===== src/rtl/dbg_pkg.sv =====
// -----------------------------------------------------------------------------
// dbg_pkg
// Shared definitions for the LED debug probe:
//   - dbg_mode_e     : display mode encodings driven from the board switches
//   - DBG_SEL_PORT_W : width of the channel-select switch field
//   - dbg_sel_w()    : channel index width derived from the channel count
//   - dbg_slice_lo() : low bit of channel k inside a flattened probe bus
// -----------------------------------------------------------------------------
package dbg_pkg;

  typedef enum logic [1:0] {
    DBG_LIVE   = 2'b00,
    DBG_SNAP   = 2'b01,
    DBG_SCAN   = 2'b10,
    DBG_STICKY = 2'b11
  } dbg_mode_e;

  // The select field comes from switches [15:8].
  localparam int unsigned DBG_SEL_PORT_W = 8;

  // A single-channel probe still needs a 1-bit index to keep port widths legal.
  function automatic int unsigned dbg_sel_w(input int unsigned channels);
    return (channels > 1) ? $clog2(channels) : 1;
  endfunction

  // Channel k occupies bus[k*width +: width].
  function automatic int unsigned dbg_slice_lo(input int unsigned ch,
                                               input int unsigned width);
    return ch * width;
  endfunction

endpackage


===== src/rtl/dbg_scan_timer.sv =====
// -----------------------------------------------------------------------------
// dbg_scan_timer
// Auto-scan sequencer for dbg_led_probe (only built with DBG_PROBE_SCAN_EN).
// A divider counts 0..SCAN_DIV-1; on its terminal count the channel counter
// steps and wraps from CHANNELS-1 back to 0. restart forces both to 0 and
// takes priority over counting.
//
// Ports:
//   clk      in   system clock
//   rst      in   asynchronous reset, active low
//   enable   in   count while high, hold while low
//   restart  in   synchronous restart of divider and channel counter
//   scan_ch  out  current scan channel
// -----------------------------------------------------------------------------
module dbg_scan_timer #(
  parameter int unsigned CHANNELS = 64,
  parameter int unsigned SCAN_DIV = 12_500_000,
  parameter int unsigned SEL_W    = 6
) (
  input  logic             clk,
  input  logic             rst,
  input  logic             enable,
  input  logic             restart,
  output logic [SEL_W-1:0] scan_ch
);

  localparam int unsigned      DIV_W    = (SCAN_DIV > 1) ? $clog2(SCAN_DIV) : 1;
  localparam logic [DIV_W-1:0] DIV_LAST = DIV_W'(SCAN_DIV - 1);
  localparam logic [SEL_W-1:0] CH_LAST  = SEL_W'(CHANNELS - 1);

  logic [DIV_W-1:0] div_cnt;

  // NOTE: state registers use non-blocking assignments so every flop samples
  // the pre-edge values of the others, independent of statement order.
  always_ff @(posedge clk or negedge rst) begin
    if (!rst) begin
      div_cnt <= '0;
      scan_ch <= '0;
    end else if (restart) begin
      div_cnt <= '0;
      scan_ch <= '0;
    end else if (enable) begin
      if (div_cnt == DIV_LAST) begin
        div_cnt <= '0;
        scan_ch <= (scan_ch == CH_LAST) ? '0 : scan_ch + 1'b1;
      end else begin
        div_cnt <= div_cnt + 1'b1;
      end
    end
  end

endmodule


===== src/rtl/dbg_led_probe.sv =====
// -----------------------------------------------------------------------------
// dbg_led_probe
// Debug probe for the board LED bank. Selects one WIDTH-bit word out of
// CHANNELS probe words and drives it, registered, onto the LEDs.
//   mode 00 LIVE   : probe[sel]
//   mode 01 SNAP   : whole bus frozen on a trig rising edge, browse with sel
//   mode 10 SCAN   : auto-step through channels every SCAN_DIV cycles
//   mode 11 STICKY : OR-accumulate probe[sel]; cleared by trig edge, sel
//                    change or entry into STICKY
// When sel >= CHANNELS the passthru word is shown (not in SCAN).
//
// Build option: define DBG_PROBE_SCAN_EN to build the SCAN sequencer. Without
// it, mode 10 behaves as LIVE and cur_ch always tracks sel.
//
// Ports:
//   clk        in   system clock
//   rst        in   asynchronous reset, active low
//   probe_bus  in   CHANNELS*WIDTH, channel k at [k*WIDTH +: WIDTH]
//   sel        in   channel select (switches [15:8])
//   mode       in   display mode (dbg_mode_e encoding)
//   trig       in   debounced button level, rising edge is the event
//   passthru   in   word shown when sel is out of range
//   led_data   out  registered display word
//   cur_ch     out  channel currently displayed
//   frozen     out  snapshot holds captured data
// -----------------------------------------------------------------------------
module dbg_led_probe
  import dbg_pkg::*;
#(
  parameter  int unsigned CHANNELS = 64,
  parameter  int unsigned WIDTH    = 16,
  parameter  int unsigned SCAN_DIV = 12_500_000,
  localparam int unsigned SEL_W    = dbg_sel_w(CHANNELS)
) (
  input  logic                      clk,
  input  logic                      rst,
  input  logic [CHANNELS*WIDTH-1:0] probe_bus,
  input  logic [DBG_SEL_PORT_W-1:0] sel,
  input  logic [1:0]                mode,
  input  logic                      trig,
  input  logic [WIDTH-1:0]          passthru,
  output logic [WIDTH-1:0]          led_data,
  output logic [SEL_W-1:0]          cur_ch,
  output logic                      frozen
);

  // ---------------------------------------------------------------------------
  // State
  // ---------------------------------------------------------------------------
  logic                      trig_q;
  dbg_mode_e                 mode_q;
  logic [DBG_SEL_PORT_W-1:0] sel_q;
  logic [CHANNELS*WIDTH-1:0] snap;
  logic [WIDTH-1:0]          acc;
  logic [SEL_W-1:0]          cur_ch_q;

  // ---------------------------------------------------------------------------
  // Decode
  // ---------------------------------------------------------------------------
  dbg_mode_e        mode_e;
  dbg_mode_e        eff_mode;
  logic             trig_edge;
  logic             in_range;
  logic [SEL_W-1:0] sel_idx;
  logic             sticky_clr;

  assign mode_e    = dbg_mode_e'(mode);
  assign trig_edge = trig & ~trig_q;
  assign in_range  = (32'(sel) < CHANNELS);
  assign sel_idx   = sel[SEL_W-1:0];

  // A trig edge, a new sel and entry into STICKY all collapse into one clear.
  assign sticky_clr = trig_edge | (sel != sel_q) | (mode_q != DBG_STICKY);

`ifdef DBG_PROBE_SCAN_EN
  assign eff_mode = mode_e;
`else
  assign eff_mode = (mode_e == DBG_SCAN) ? DBG_LIVE : mode_e;
`endif

  // ---------------------------------------------------------------------------
  // Word selection from the live bus and from the snapshot
  // ---------------------------------------------------------------------------
  logic [WIDTH-1:0] live_word;
  logic [WIDTH-1:0] snap_word;

  // NOTE: every always_comb output gets a default before any branch so no
  // path leaves it unassigned, which would otherwise infer a latch.
  always_comb begin
    live_word = '0;
    snap_word = '0;
    for (int k = 0; k < CHANNELS; k++) begin
      if (sel_idx == SEL_W'(k)) begin
        live_word = probe_bus[dbg_slice_lo(k, WIDTH) +: WIDTH];
        snap_word = snap[dbg_slice_lo(k, WIDTH) +: WIDTH];
      end
    end
  end

  // ---------------------------------------------------------------------------
  // Auto-scan
  // ---------------------------------------------------------------------------
`ifdef DBG_PROBE_SCAN_EN
  logic             scan_enable;
  logic             scan_restart;
  logic [SEL_W-1:0] scan_ch;
  logic [SEL_W-1:0] scan_sel;
  logic [WIDTH-1:0] scan_word;

  assign scan_enable  = (mode_e == DBG_SCAN);
  assign scan_restart = (mode_e == DBG_SCAN) && (mode_q != DBG_SCAN);
  // On the entry edge the counter is being forced to 0, so display channel 0.
  assign scan_sel     = scan_restart ? '0 : scan_ch;

  dbg_scan_timer #(
    .CHANNELS (CHANNELS),
    .SCAN_DIV (SCAN_DIV),
    .SEL_W    (SEL_W)
  ) u_scan_timer (
    .clk     (clk),
    .rst     (rst),
    .enable  (scan_enable),
    .restart (scan_restart),
    .scan_ch (scan_ch)
  );

  always_comb begin
    scan_word = '0;
    for (int k = 0; k < CHANNELS; k++) begin
      if (scan_sel == SEL_W'(k)) begin
        scan_word = probe_bus[dbg_slice_lo(k, WIDTH) +: WIDTH];
      end
    end
  end

  // In SCAN the counter itself is reported; led_data trails it by one cycle.
  assign cur_ch = (mode_q == DBG_SCAN) ? scan_ch : cur_ch_q;
`else
  assign cur_ch = cur_ch_q;
`endif

  // ---------------------------------------------------------------------------
  // Next display word, accumulator and channel
  // ---------------------------------------------------------------------------
  logic [WIDTH-1:0] led_next;
  logic [WIDTH-1:0] acc_next;
  logic [SEL_W-1:0] cur_next;

  always_comb begin
    led_next = in_range ? live_word : passthru;
    acc_next = acc;
    cur_next = sel_idx;
    case (eff_mode)
      DBG_SNAP: begin
        led_next = in_range ? snap_word : passthru;
      end
`ifdef DBG_PROBE_SCAN_EN
      DBG_SCAN: begin
        led_next = scan_word;
        cur_next = scan_sel;
      end
`endif
      DBG_STICKY: begin
        if (in_range) begin
          acc_next = sticky_clr ? live_word : (acc | live_word);
          led_next = acc_next;
        end else begin
          led_next = passthru;
        end
      end
      default: ;
    endcase
  end

  // ---------------------------------------------------------------------------
  // Registers
  // ---------------------------------------------------------------------------
  // NOTE: snap is a flop bank rather than a RAM, so it is reset with the rest
  // of the state; a browse before the first capture then shows zeros.
  always_ff @(posedge clk or negedge rst) begin
    if (!rst) begin
      trig_q   <= 1'b1;    // a button held through reset is not an edge
      mode_q   <= DBG_LIVE;
      sel_q    <= '0;
      snap     <= '0;
      frozen   <= 1'b0;
      acc      <= '0;
      led_data <= '0;
      cur_ch_q <= '0;
    end else begin
      trig_q   <= trig;
      mode_q   <= mode_e;
      sel_q    <= sel;
      acc      <= acc_next;
      led_data <= led_next;
      cur_ch_q <= cur_next;
      if ((eff_mode == DBG_SNAP) && trig_edge) begin
        snap   <= probe_bus;
        frozen <= 1'b1;
      end
    end
  end

endmodule


===== config.mk =====
export PLATFORM = sky130hd
export DESIGN_NAME = dbg_led_probe
export DESIGN_NICKNAME = d
export VERILOG_FILES = /design/src/rtl/dbg_pkg.sv /design/src/rtl/dbg_scan_timer.sv /design/src/rtl/dbg_led_probe.sv
export SDC_FILE = /design/constraint.sdc
export NUM_CORES = 2
export LEC_CHECK = 0
export CAP_MARGIN = 20
export CORE_AREA = 2 2 423 425
export CTS_BUF_LIST = sky130_fd_sc_hd__clkbuf_4 sky130_fd_sc_hd__clkbuf_8 sky130_fd_sc_hd__clkbuf_16
export DETAILED_ROUTE_END_ITERATION = 10
export DIE_AREA = 0 0 425 427
export PLACE_DENSITY = 0.59
export SLEW_MARGIN = 20
export SYNTH_ARGS = -nofsm -noshare
export SYNTH_HDL_FRONTEND = slang
export SYNTH_SLANG_ARGS = --single-unit

===== constraint.sdc =====
create_clock -name clk -period 6.8 [get_ports clk]
set_input_delay 1.36 -clock clk [delete_from_list [all_inputs] [get_ports clk]]
set_output_delay 1.36 -clock clk [all_outputs]
set_load 0.01 [all_outputs]

==> summary.md <==
| Metric | Value |
|---|---|
| Outcome | `finished, final reports clean` |
| Cell area after technology mapping | `approximately 56000 µm²` |
| Vias | `57000` |
| Number of cells on the worst reg-to-reg path | `8` |
| Core region area | `177000 µm²` |
| Synthesized area divided by synthesized cell count | `11.4 µm²` |
| Library cells used by synthesis | `~110` |
| Fillcell total | `roughly 17000` |
| Worst voltage drop across the vdd grid | `0.000184 V` |
| Post-synthesis register bit count | `1068` |
| Final sum of negative setup slack | `0 ns` |
| Worst setup slack for register-to-register paths | `3.73 ns` |
| Clock group share of total power | `between 30% and 40%` |
| DRC errors left | `0` |
| Fraction of power consumed by combinational cells | `18.9%` |
| CP Launch Type | `input pin` |
| Layout cells sized above 1 | `28.2%` |
| Number of clock buffers inserted by TritonCTS | `134` |
| Synthesized netlist net count | `5915` |
| Crit path DAT | `6.54 ns` |
| Clk_lat worst skew | `0.82 ns` |
| Min cycle time layout | `5.90 ns` |
| RSZ-0062 raised after global routing | `no` |
| Proportion of synthesized flip-flops having asynchronous set or reset | `100%` |
| Total congestion overflow | `0` |
| H-tree level count | `4` |
| Root cell of the clock tree | `sky130_fd_sc_hd__clkbuf_16` |
| Share of the cycle needed by the critical path after routing | `between 80 and 90%` |
| Wire length of the first global-routing pass | `slightly above 500000 µm` |
| Critical Path RT | `7.44 ns` |
| Post-Synthesis Cells | `4862` |
| Post-Route WL | `403000 µm` |
| Starting density of the core | `a little under a third` |
| Slew Viols, Final | `0` |
| Class of the worst hold path | `register to register` |
| Smallest setup slack after layout | `0.900 ns` |
| Setup Skew | `0.0318 ns` |
| Detail-routed net length per standard cell | `47.5 µm` |
| Leading register cell type out of synthesis | `sky130_fd_sc_hd__dfrtp_1` |
| Reported leakage power | `between 20 and 30 nW` |
| Clock sinks | `1068` |
| Clock tree from TritonCTS | `yes` |
| Area Overhead vs Synth | `35.0%` |
| Number of routed nets with antenna violations | `0` |
| Total of max-cap violations | `0` |
| Power per standard cell area | `roughly 270 nW/µm²` |
| Count of final setup violators | `0` |
| DR vias/cell | `6.72` |
| 1st-iter DRT viols | `9597` |
| Count of warnings emitted by yosys | `0` |
| Maximum number of pins on one net before global-route repair | `about 150` |
| Worst setup EP type | `register` |
| Horizontal extent of the die | `~430 µm` |
| Number of input and output port buffers inserted | `1075` |
| Vias in the first global route | `54400` |
| Resized Gates After CTS | `0` |
| Post-CTS clock slew at the launch and capture registers of the worst setup and hold paths | `approximately 0.060 ns` |
| Sequential Power Share | `42.9%` |
| Die Y-Extent | `427 µm` |
| Router iterations before antenna repair | `7` |
| Worst hold margin | `0.472 ns` |
| Slew Limit Headroom | `7.22%` |
| Count of cells along the worst hold path | `1` |
| Antenna violations before repair | `98` |
| Placer's final routability congestion estimate | `1.09` |
| Pin slew with the least headroom to its limit | `1.38 ns` |
| Number of flops mapped to enable cells by yosys | `0` |
| Peak Freq | `0.169 GHz` |
| Detailed Place HPWL | `between 300000 and 400000 µm` |
| Total Die Area | `181000 µm²` |
| Switching Share | `a little under a third` |
| Num ports | `1076` |
| Final hold vios | `0` |
| Crit Path Class | `input pin to register` |
| Sequential-to-total area share from yosys stat | `just under 50%` |
| Switching power | `6.20 mW` |
| GRT Total Usage | `42.8%` |
| Number of nets in the final layout | `7027` |
| Row count | `155` |
| Maximum root-to-sink buffer count | `3` |
| Internal power | `between 10 and 15 mW` |
| Post-CTS setup buffer count | `0` |
| Critical path fanouts, max | `24` |
| Number of hold-repair buffers added at the cts stage | `0` |
| Worst setup slack before clock tree synthesis | `0.515 ns` |
==> cell usage after synthesis, drive strengths merged, types with 20 or more instances <==
| cell | instances | area [µm²] |
|---|---|---|
| nand4 | 54 | 338 |
| a21oi | 185 | 937 |
| nand3 | 86 | 430 |
| a211oi | 36 | 275 |
| buf | 194 | 1070 |
| o21ai | 164 | 825 |
| a221o | 23 | 230 |
| dfrtp | 1067 | 26700 |
| a22o | 65 | 569 |
| nor3 | 84 | 430 |
| nand2 | 255 | 967 |
| nor4 | 37 | 246 |
| mux2 | 1029 | 11600 |
| a222oi | 26 | 260 |
| a31oi | 31 | 194 |
| a2111oi | 34 | 310 |
| o211ai | 43 | 323 |
| o22ai | 137 | 871 |
| clkbuf | 198 | 743 |
| a22oi | 390 | 2930 |
| or4 | 20 | 154 |
| a221oi | 122 | 1090 |
| and3 | 38 | 238 |
| o221ai | 52 | 462 |
| nor2 | 231 | 956 |
==> final timing paths <==
| check | from | to |
|---|---|---|
| max in group asynchronous | rst | snap[34]$_DFFE_PN0P_ |
| min in group asynchronous | rst | snap[955]$_DFFE_PN0P_ |
| setup reg to reg | snap[65]$_DFFE_PN0P_ | led_data[1]$_DFF_PN0_ |
| hold reg to reg | frozen$_DFFE_PN0P_ | frozen$_DFFE_PN0P_ |
| hold / removal | frozen$_DFFE_PN0P_ | frozen$_DFFE_PN0P_ |
| setup / recovery | sel[4] | led_data[1]$_DFF_PN0_ |
==> critical path, cell delays in order <==
cell,delay (ns)
sky130_fd_sc_hd__buf_2,0.37
sky130_fd_sc_hd__buf_4,0.43
sky130_fd_sc_hd__nor2b_1,0.89
sky130_fd_sc_hd__nand3_1,0.72
sky130_fd_sc_hd__o211ai_1,0.51
sky130_fd_sc_hd__o22ai_1,0.47
sky130_fd_sc_hd__nor4_2,0.47
sky130_fd_sc_hd__buf_4,0.28
sky130_fd_sc_hd__nand4_1,0.51
sky130_fd_sc_hd__o211ai_1,0.34
sky130_fd_sc_hd__o311ai_1,0.13
==> cells in the final DEF, fill, tap and decap left out, types with 12 or more instances in the layout <==
cell type	n
sky130_fd_sc_hd__a2111oi_0	26
sky130_fd_sc_hd__a211oi_1	35
sky130_fd_sc_hd__a21oi_1	184
sky130_fd_sc_hd__a221o_1	23
sky130_fd_sc_hd__a221oi_1	117
sky130_fd_sc_hd__a222oi_1	26
sky130_fd_sc_hd__a22o_1	65
sky130_fd_sc_hd__a22oi_1	390
sky130_fd_sc_hd__a31oi_1	30
sky130_fd_sc_hd__and3_1	38
sky130_fd_sc_hd__buf_12	22
sky130_fd_sc_hd__buf_4	269
sky130_fd_sc_hd__bufinv_16	15
sky130_fd_sc_hd__clkbuf_16	136
sky130_fd_sc_hd__clkbuf_4	26
sky130_fd_sc_hd__clkbuf_8	20
sky130_fd_sc_hd__clkdlybuf4s50_1	1068
sky130_fd_sc_hd__clkinv_2	21
sky130_fd_sc_hd__dfrtp_1	1067
sky130_fd_sc_hd__diode_2	56
sky130_fd_sc_hd__mux2_2	1029
sky130_fd_sc_hd__mux2i_1	15
sky130_fd_sc_hd__nand2_1	250
sky130_fd_sc_hd__nand3_1	86
sky130_fd_sc_hd__nand4_1	54
sky130_fd_sc_hd__nor2_1	161
sky130_fd_sc_hd__nor2_2	57
sky130_fd_sc_hd__nor2_4	12
sky130_fd_sc_hd__nor3_1	81
sky130_fd_sc_hd__nor4_1	32
sky130_fd_sc_hd__o2111ai_1	17
sky130_fd_sc_hd__o211ai_1	43
sky130_fd_sc_hd__o21ai_0	151
sky130_fd_sc_hd__o21ai_1	12
sky130_fd_sc_hd__o221ai_1	51
sky130_fd_sc_hd__o22ai_1	136
sky130_fd_sc_hd__or3_1	15
sky130_fd_sc_hd__or4_1	19
==> routing by layer <==
layer  vias to the layer above  wire [µm]  track usage [%]  share of wire (%)
met5                         -        261                0              0.065
met4                        40      43600             38.1                 11
met3                      1464      43000             13.0                 11
met1                     29300     143000             50.2                 35
li1                      21300          -                -                  -
met2                      4913     173000             63.3                 43
==> kinds of logic (layout without fill, tap and decap cells) <==
family | after synthesis | after routing | synth area share [%]
multiplexers | 1045 | 1045 | 21.2
AO/OA/AOI/OAI | 1429 | 1429 | 18.6
buffers and inverters | 399 | 1614 | 3.32
XOR/XNOR | 9 | 9 | 0.155
AND/OR/NAND/NOR | 912 | 912 | 8.58
flip-flops | 1068 | 1068 | 48.1
other | 0 | 56 | 0
==> power by group through the flow <==
stage                     Sequential [mW]  Clock [mW]  Combinational [mW]
final                                8.78        7.82                3.86
after detailed placement             8.79           0                3.71
after floorplan                      8.35           0                1.75
after CTS                            8.69        7.80                3.72
after global placement               8.76           0                3.65
after global routing                 8.86        8.06                3.93
==> sequential cells by signal (all words and copies together) (netlist names) <==
| register | count |
|---|---|
| mode_q | 2 |
| trig_q | 1 |
| acc | 16 |
| snap | 1024 |
| cur_ch | 5 |
| frozen | 1 |
| sel_q | 3 |
| led_data | 16 |
==> cell type report <==
class	instances	area [µm²]	share of cell area [%]
Timing Repair Buffer	1368	13200	17.6
Multi-Input combinational cell	3395	27200	36.3
Sequential cell	1068	26700	35.6
Antenna cell	56	140	0.187
Clock buffer	182	3870	5.17
Tap cell	2355	2950	3.93
Inverter	7	26.3	0.0350
Clock inverter	57	843	1.12
==> stage by stage <==
stage	instances	instance area, µm²	utilization (%)	total power, mW
detailed placement	8190	70100	39.5	12.5
global route	8467	74900	42.3	20.9
CTS	8429	74800	42.2	20.2
global placement	8186	70000	39.5	12.4
floorplan	4862	55500	-	10.1
finish	8488	75000	42.3	20.5
(Power assumes the default switching activity.)
